[src/rtl/rob_mem_pkg.sv]
// Shared widths and FSM encoding for the single-port memory arbiter.
package rob_mem_pkg;
  localparam int ADDR_W_DEF = 13;
  localparam int DATA_W_DEF = 18;

  typedef enum logic [1:0] {
    IDLE    = 2'd0,
    ISSUE   = 2'd1,
    CAPTURE = 2'd2
  } state_t;

  localparam logic PORT_IF = 1'b0;
  localparam logic PORT_D  = 1'b1;
endpackage

[src/rtl/mem_arbiter.sv]
// Two-port (fetch/data) arbiter onto one synchronous memory: grant in IDLE, read data valid 3 cycles later.
// Requesters hold req until gnt; contested grants alternate, data wins the first contest after reset.
module mem_arbiter
  import rob_mem_pkg::*;
#(
  parameter int ADDR_W = ADDR_W_DEF,
  parameter int DATA_W = DATA_W_DEF
) (
  input  logic              clk,
  input  logic              rst,
  input  logic              if_req,
  input  logic [ADDR_W-1:0] if_addr,
  output logic              if_gnt,
  output logic              if_rvalid,
  output logic [DATA_W-1:0] if_rdata,
  input  logic              d_req,
  input  logic              d_we,
  input  logic [ADDR_W-1:0] d_addr,
  input  logic [DATA_W-1:0] d_wdata,
  output logic              d_gnt,
  output logic              d_rvalid,
  output logic [DATA_W-1:0] d_rdata,
  output logic [ADDR_W-1:0] mem_addr,
  output logic [DATA_W-1:0] mem_wdata,
  output logic              mem_re,
  output logic              mem_we,
  input  logic [DATA_W-1:0] mem_rdata
);

  state_t            state_q, state_d;
  logic [ADDR_W-1:0] addr_q, addr_d;
  logic [DATA_W-1:0] wdata_q, wdata_d;
  logic [DATA_W-1:0] if_rdata_q, d_rdata_q;
  logic              we_q, we_d;
  logic              port_q, port_d;
  logic              d_prio_q, d_prio_d;
  logic              if_rvalid_q, d_rvalid_q;
  logic              pick_d;

  // Data wins when alone, or when contested and it lost the previous contest.
  assign pick_d = d_req & (~if_req | d_prio_q);

  always_comb begin
    state_d  = state_q;
    addr_d   = addr_q;
    wdata_d  = wdata_q;
    we_d     = we_q;
    port_d   = port_q;
    d_prio_d = d_prio_q;
    if_gnt   = 1'b0;
    d_gnt    = 1'b0;
    mem_re   = 1'b0;
    mem_we   = 1'b0;
    case (state_q)
      IDLE: begin
        if (if_req || d_req) begin
          if_gnt  = ~pick_d;
          d_gnt   = pick_d;
          port_d  = pick_d ? PORT_D : PORT_IF;
          addr_d  = pick_d ? d_addr : if_addr;
          wdata_d = pick_d ? d_wdata : '0;
          we_d    = pick_d & d_we;
          if (if_req && d_req) d_prio_d = ~pick_d;
          state_d = ISSUE;
        end
      end
      ISSUE: begin
        mem_re  = ~we_q;
        mem_we  = we_q;
        state_d = we_q ? IDLE : CAPTURE;
      end
      CAPTURE: state_d = IDLE;
      default: state_d = IDLE;
    endcase
    // Strobes are killed in the very first reset cycle so a memory preload is never disturbed.
    if (rst) begin
      if_gnt = 1'b0;
      d_gnt  = 1'b0;
      mem_re = 1'b0;
      mem_we = 1'b0;
    end
  end

  always_ff @(posedge clk) begin
    if (rst) begin
      state_q     <= IDLE;
      addr_q      <= '0;
      wdata_q     <= '0;
      we_q        <= 1'b0;
      port_q      <= PORT_IF;
      d_prio_q    <= 1'b1;
      if_rvalid_q <= 1'b0;
      d_rvalid_q  <= 1'b0;
      if_rdata_q  <= '0;
      d_rdata_q   <= '0;
    end else begin
      state_q     <= state_d;
      addr_q      <= addr_d;
      wdata_q     <= wdata_d;
      we_q        <= we_d;
      port_q      <= port_d;
      d_prio_q    <= d_prio_d;
      if_rvalid_q <= (state_q == CAPTURE) && (port_q == PORT_IF);
      d_rvalid_q  <= (state_q == CAPTURE) && (port_q == PORT_D);
      if (state_q == CAPTURE) begin
        if (port_q == PORT_D) d_rdata_q  <= mem_rdata;
        else                  if_rdata_q <= mem_rdata;
      end
    end
  end

  assign if_rvalid = if_rvalid_q & ~rst;
  assign d_rvalid  = d_rvalid_q & ~rst;
  assign if_rdata  = if_rdata_q;
  assign d_rdata   = d_rdata_q;
  assign mem_addr  = addr_q;
  assign mem_wdata = wdata_q;

endmodule

[config.mk]
export PLATFORM = sky130hd
export DESIGN_NAME = mem_arbiter
export DESIGN_NICKNAME = d
export VERILOG_FILES = /design/src/rtl/rob_mem_pkg.sv /design/src/rtl/mem_arbiter.sv
export SDC_FILE = /design/constraint.sdc
export NUM_CORES = 1
export LEC_CHECK = 0
export CORE_MARGIN = 4
export CORE_UTILIZATION = 36
export CTS_CLUSTER_SIZE = 20
export DETAILED_ROUTE_END_ITERATION = 7
export GPL_TIMING_DRIVEN = 0
export HOLD_SLACK_MARGIN = 0.03
export PLACE_DENSITY = 0.86
export SETUP_SLACK_MARGIN = 0.2
export SYNTH_ARGS = -nofsm -noshare
export SYNTH_HDL_FRONTEND = slang
export SYNTH_SLANG_ARGS = --single-unit
export TNS_END_PERCENT = 30
[constraint.sdc]
create_clock -name clk -period 1.45 [get_ports clk]
set_clock_uncertainty 0.05 [all_clocks]
set_input_delay 0.145 -clock clk [delete_from_list [all_inputs] [get_ports clk]]
set_output_delay 0.145 -clock clk [all_outputs]
set_load 0.01 [all_outputs]
Word level (Yosys, flattened, before mapping)
Cells that the tools add are included.
- logic and storage cells: 48
- register bits: 74
- input port bits: 67
- bitwise logic cells: 10
- reduce and logical (&&, ||, !) cells: 9
- multiplexer cells: 16
- equal/unequal tests: 3
- operator list (operator ; number):
    2-to-1 mux 18 bit ; 1
    2-to-1 mux 13 bit ; 1
    2-to-1 mux 1 bit ; 11
    AND reduction 2 bit ; 3
    inverter 1 bit ; 5
    AND 1 bit ; 4
    2-to-1 mux 2 bit ; 2
    case mux 2 bit (2 select lines) ; 1
    logical AND 1 bit ; 3
    AND reduction 3 bit ; 1
    equality test 2 x 1 -> 1 bit, second input constant ; 1
    equality test 2 bit, second input constant ; 1
    logical NOT 2 bit ; 1
    inequality test 2 bit, second input constant ; 1
    logical OR 1 bit ; 1
    bitwise OR 1 bit ; 1

Longest topological paths before layout
- depth in word-level cells: 7
- mapped depth: 6

Worst setup path after synthesis
OpenSTA, ideal clock, no wires.
- kind: register to register
- start: reg state_q[0]
- end: reg wdata_q[0], in the netlist mem_wdata[0]
- setup slack: 79 ps
- buffers on the path: 2
- arrival: 1204 ps
- stages on the path, launching flop included: 6
- period minus slack after synthesis: 1371 ps
- required time: 1283 ps
- path through: dfxtp_1 -> buf_4 -> or2_4 -> o21ba_4 -> buf_6 -> a22o_1
- cells in the longest elaborated chain, start to end: 2
- ends and longest elaborated chain (item ; RTL line ; text):
    start, declared ; mem_arbiter.sv:30 ; state_t state_q, state_d;
    start signal, assigned ; mem_arbiter.sv:97 ; state_q <= state_d;
    logical NOT 2 bit ; mem_arbiter.sv:54 ; case (state_q)
    AND reduction 2 bit (no line) ; - ;
    end signal, assigned ; mem_arbiter.sv:99 ; wdata_q <= wdata_d;
    end, declared ; mem_arbiter.sv:32 ; logic [DATA_W-1:0] wdata_q, wdata_d;
No other way between the ends.
A chain may end at the register's enable or synchronous reset.

Final worst setup path
- start: reg state_q[1]
- end: out d_gnt
- cells in the longest elaborated chain, start to end: 3
- ends and longest elaborated chain (item ; RTL line ; text):
    logical NOT 2 bit ; mem_arbiter.sv:54 ;
    2-to-1 mux 1 bit ; mem_arbiter.sv:54 ;
    2-to-1 mux 1 bit ; mem_arbiter.sv:76 ; if (rst) begin
    end, declared ; mem_arbiter.sv:20 ; output logic d_gnt,
No other way between the ends.

==> results.yml <==
run_status:
  status: "finished, violations left"
  violations: "negative setup slack"
critical_path:
  r2r.worst_path.cells: 6
  critPathLaunchType: "flop"
  cp_slowest_cell: "dfxtp_2"
  critical_path.endpoint_type: "primary output"
  path_delay_family: "simple AND/OR/NAND/NOR gates"
  cp.buffers_inverters: 4
  cp.arrival_ns: 1.47
  critical_path_depth: 6
  critical_path_class: "reg2out"
  path_max_fanout: 7
  crit_top_cell: "buf_6"
  crit_path_max_incr_delay_ns: 0.32
  critPathRequiredTime_ns: 1.25
  worstPathCellList: "buf_6 -> nor3_4 -> and3_4 -> buf_6 -> buf_8 -> buf_6"
placement:
  placed_cells: 534
  dp_worst_setup_slack_ns: -0.898
  gp_congestion: 0.778
  place.port_buffers: 139
  dpl.hpwl_mm: 6.49
route:
  drt-met1-wl_mm: 3.67
  via_count: 2909
  met2_length_mm: 5.04
  drt_first_pass_iters: 4
  topRoutingLayerUsed: "met4"
  drt_iter0_markers: 115
  vias_per_cell: 5.09
  post-route-drc-count: 0
  ant_nets: 0
  routed_wirelength_mm: 9.47
  wl_per_cell_um: 16.6
  wl_met3_um: 592
global_route:
  grt-ovfl-total: 0
  track_usage: 0.201
  antenna_found_initial: 0
  grt_pass1_vias: 2922
  grt_max_degree: 13
  grt_pass1_wl_mm: 14.2
power_and_ir_drop:
  p_sw_frac: 0.260
  power.share.combinational: 0.197
  total_leakage_power_uw: 0.00217
  worst_ir_drop_vdd_v: 0.000429
  switchingPower_uw: 1230
  p_int_uw: 3490
  p_clk_frac: 0.336
  p_seq_frac: 0.467
  power_density_nw_per_um2: 969
clock_network:
  htreeDepth: 3
  cts_root_buffer: "clkbuf_8"
  cts.path.max_buffers: 2
  cts-buffers-inserted: 9
  clk_latency_ns: 0.33
  hold_buffers: 0
  path_clk_slew_ns: 0.08
  cts.sinks: 74
  cts_tree: "yes"
synth:
  synth_edf_count: 0
  seq_area_frac_synth: 0.538
  yosys_warnings: 0
  synth_cell_types: 33
  syn_nets: 363
  syn_area_um2: 2750
  postSynthCellCount: 296
  synthArstFlopShare: 0
  synthFlopType: "dfxtp_1"
  syn_avg_cell_area_um2: 9.30
  ys_ff_latch: 74
sta:
  drv_slew: 0
  worstMarginPinSlew_ns: 0.563
  finalCritPeriodShare: 1.15
  fin_hold_ws_ns: 0.347
  fmax_ghz: 0.601
  hold_violations: 0
  slew_headroom: 0.625
  setup_violations: 59
  fin_ws_ns: -0.215
  fin_crit_ns: 1.67
  rsz0062_at_grt: "yes"
floorplan:
  die_w_um: 95.4
  row_count: 31
  coreArea_um2: 7330
  chipHeight_um: 95.4
  dieArea_um2: 9100
  io_pins: 140
  initial_core_util: 0.375
finish:
  area_growth_pct: 76.8
  final_cells: 572
  layout_commonest_cell: "dfxtp_1"
  final_cell_mix: "71 x dfxtp_1, 67 x dlygate4sd2_1, 64 x clkdlybuf4s50_1"
  diodes: 0
  nNetsFinal: 536
  drive_gt1_frac: 0.239
flow_run:
  maxCapViolCount: 0
hold_path:
  hold_depth: 3
  hp-class: "in2reg"
-- layer usage --
layer / track usage / up-vias
li1: - / 1391
met3: 0.0450 / 15
met4: 0.0723 / 0
met1: 0.232 / 1373
met2: 0.361 / 130
met5: 0 / -
-- final cells by class --
class                   instances  area (um^2)
clock inverters                 5         55.1
flip-flops and latches         74         1490
clock buffers                  10          138
multi-input cells             197         1280
plain buffers                  25          248
fillers                       581         2470
well taps                      99          124
repair buffers                162         1530
-- synth_stat cells (3+ instances only) --
cell type  number  area [um^2]
buf_2           6         30.0
buf_4           3         22.5
nand2_1        73          274
buf_6           8         90.1
o21ai_0        10         50.1
clkbuf_1        6         22.5
a22o_1         19          166
nand4_1         9         56.3
dfxtp_1        74         1480
a221o_1         4         40.0
nor2_1          3         11.3
and3_1          4         25.0
a21oi_1        36          180
a31oi_1         9         56.3
nand3_1         9         45.0
-- worst paths after layout --
check                       to  startpoint  slack (ns)
setup / recovery         d_gnt  state_q[1]       -0.22
hold / removal     mem_addr[7]  if_addr[7]        0.35
setup reg to reg  mem_wdata[5]  state_q[1]       -0.13
hold reg to reg     d_rdata[4]  d_rdata[4]        0.40
-- power groups by stage --
| stage | clock (uW) | sequential, uW | combinational (uW) |
|---|---|---|---|
| global route | 1700 | 2210 | 985 |
| detailed placement | 0 | 2240 | 794 |
| floorplan | 0 | 2270 | 296 |
| finish | 1580 | 2200 | 927 |
| global placement | 0 | 2230 | 777 |
| CTS | 1610 | 2200 | 863 |
-- stage by stage --
step,TNS (ns),instance area (um^2),total power (uW),utilization
CTS,-5.55,4680,4670,0.638
global route,-6.98,4860,4890,0.663
global placement,-28.46,4290,3010,0.585
finish,-4.43,4860,4710,0.663
detailed placement,-31.19,4290,3030,0.585
floorplan,0,2770,2570,-
-- cell families after synthesis --
logic type             after synthesis  share of synthesized area
AOI/OAI and AO/OA                   81                      0.191
buffers and inverters               25                     0.0628
DFF                                 74                      0.538
and+or+nand+nor                    116                      0.208
-- worst min-delay path: stages --
cell and delay [ns]:
clkdlybuf4s50_1 0.40, nand3_1 0.07, a31oi_1 0.07
-- sequential cells by signal, summed over array words and instances (netlist names) --
register	count
d_rdata	18
we_q	1
mem_wdata	18
d_rvalid_q	1
state_q	2
if_rvalid_q	1
port_q	1
mem_addr	13
d_prio_q	1
if_rdata	18
-- what timing repair did --
action | 4_1_cts | 5_1_grt
setup endpoints to repair | 147 | 81
setup buffers | 10 | 9
gates cloned | 4 | 0
resized for setup | 145 | 42
pin swaps | 28 | 31
Note: power is estimated with default switching activity, not from simulation.
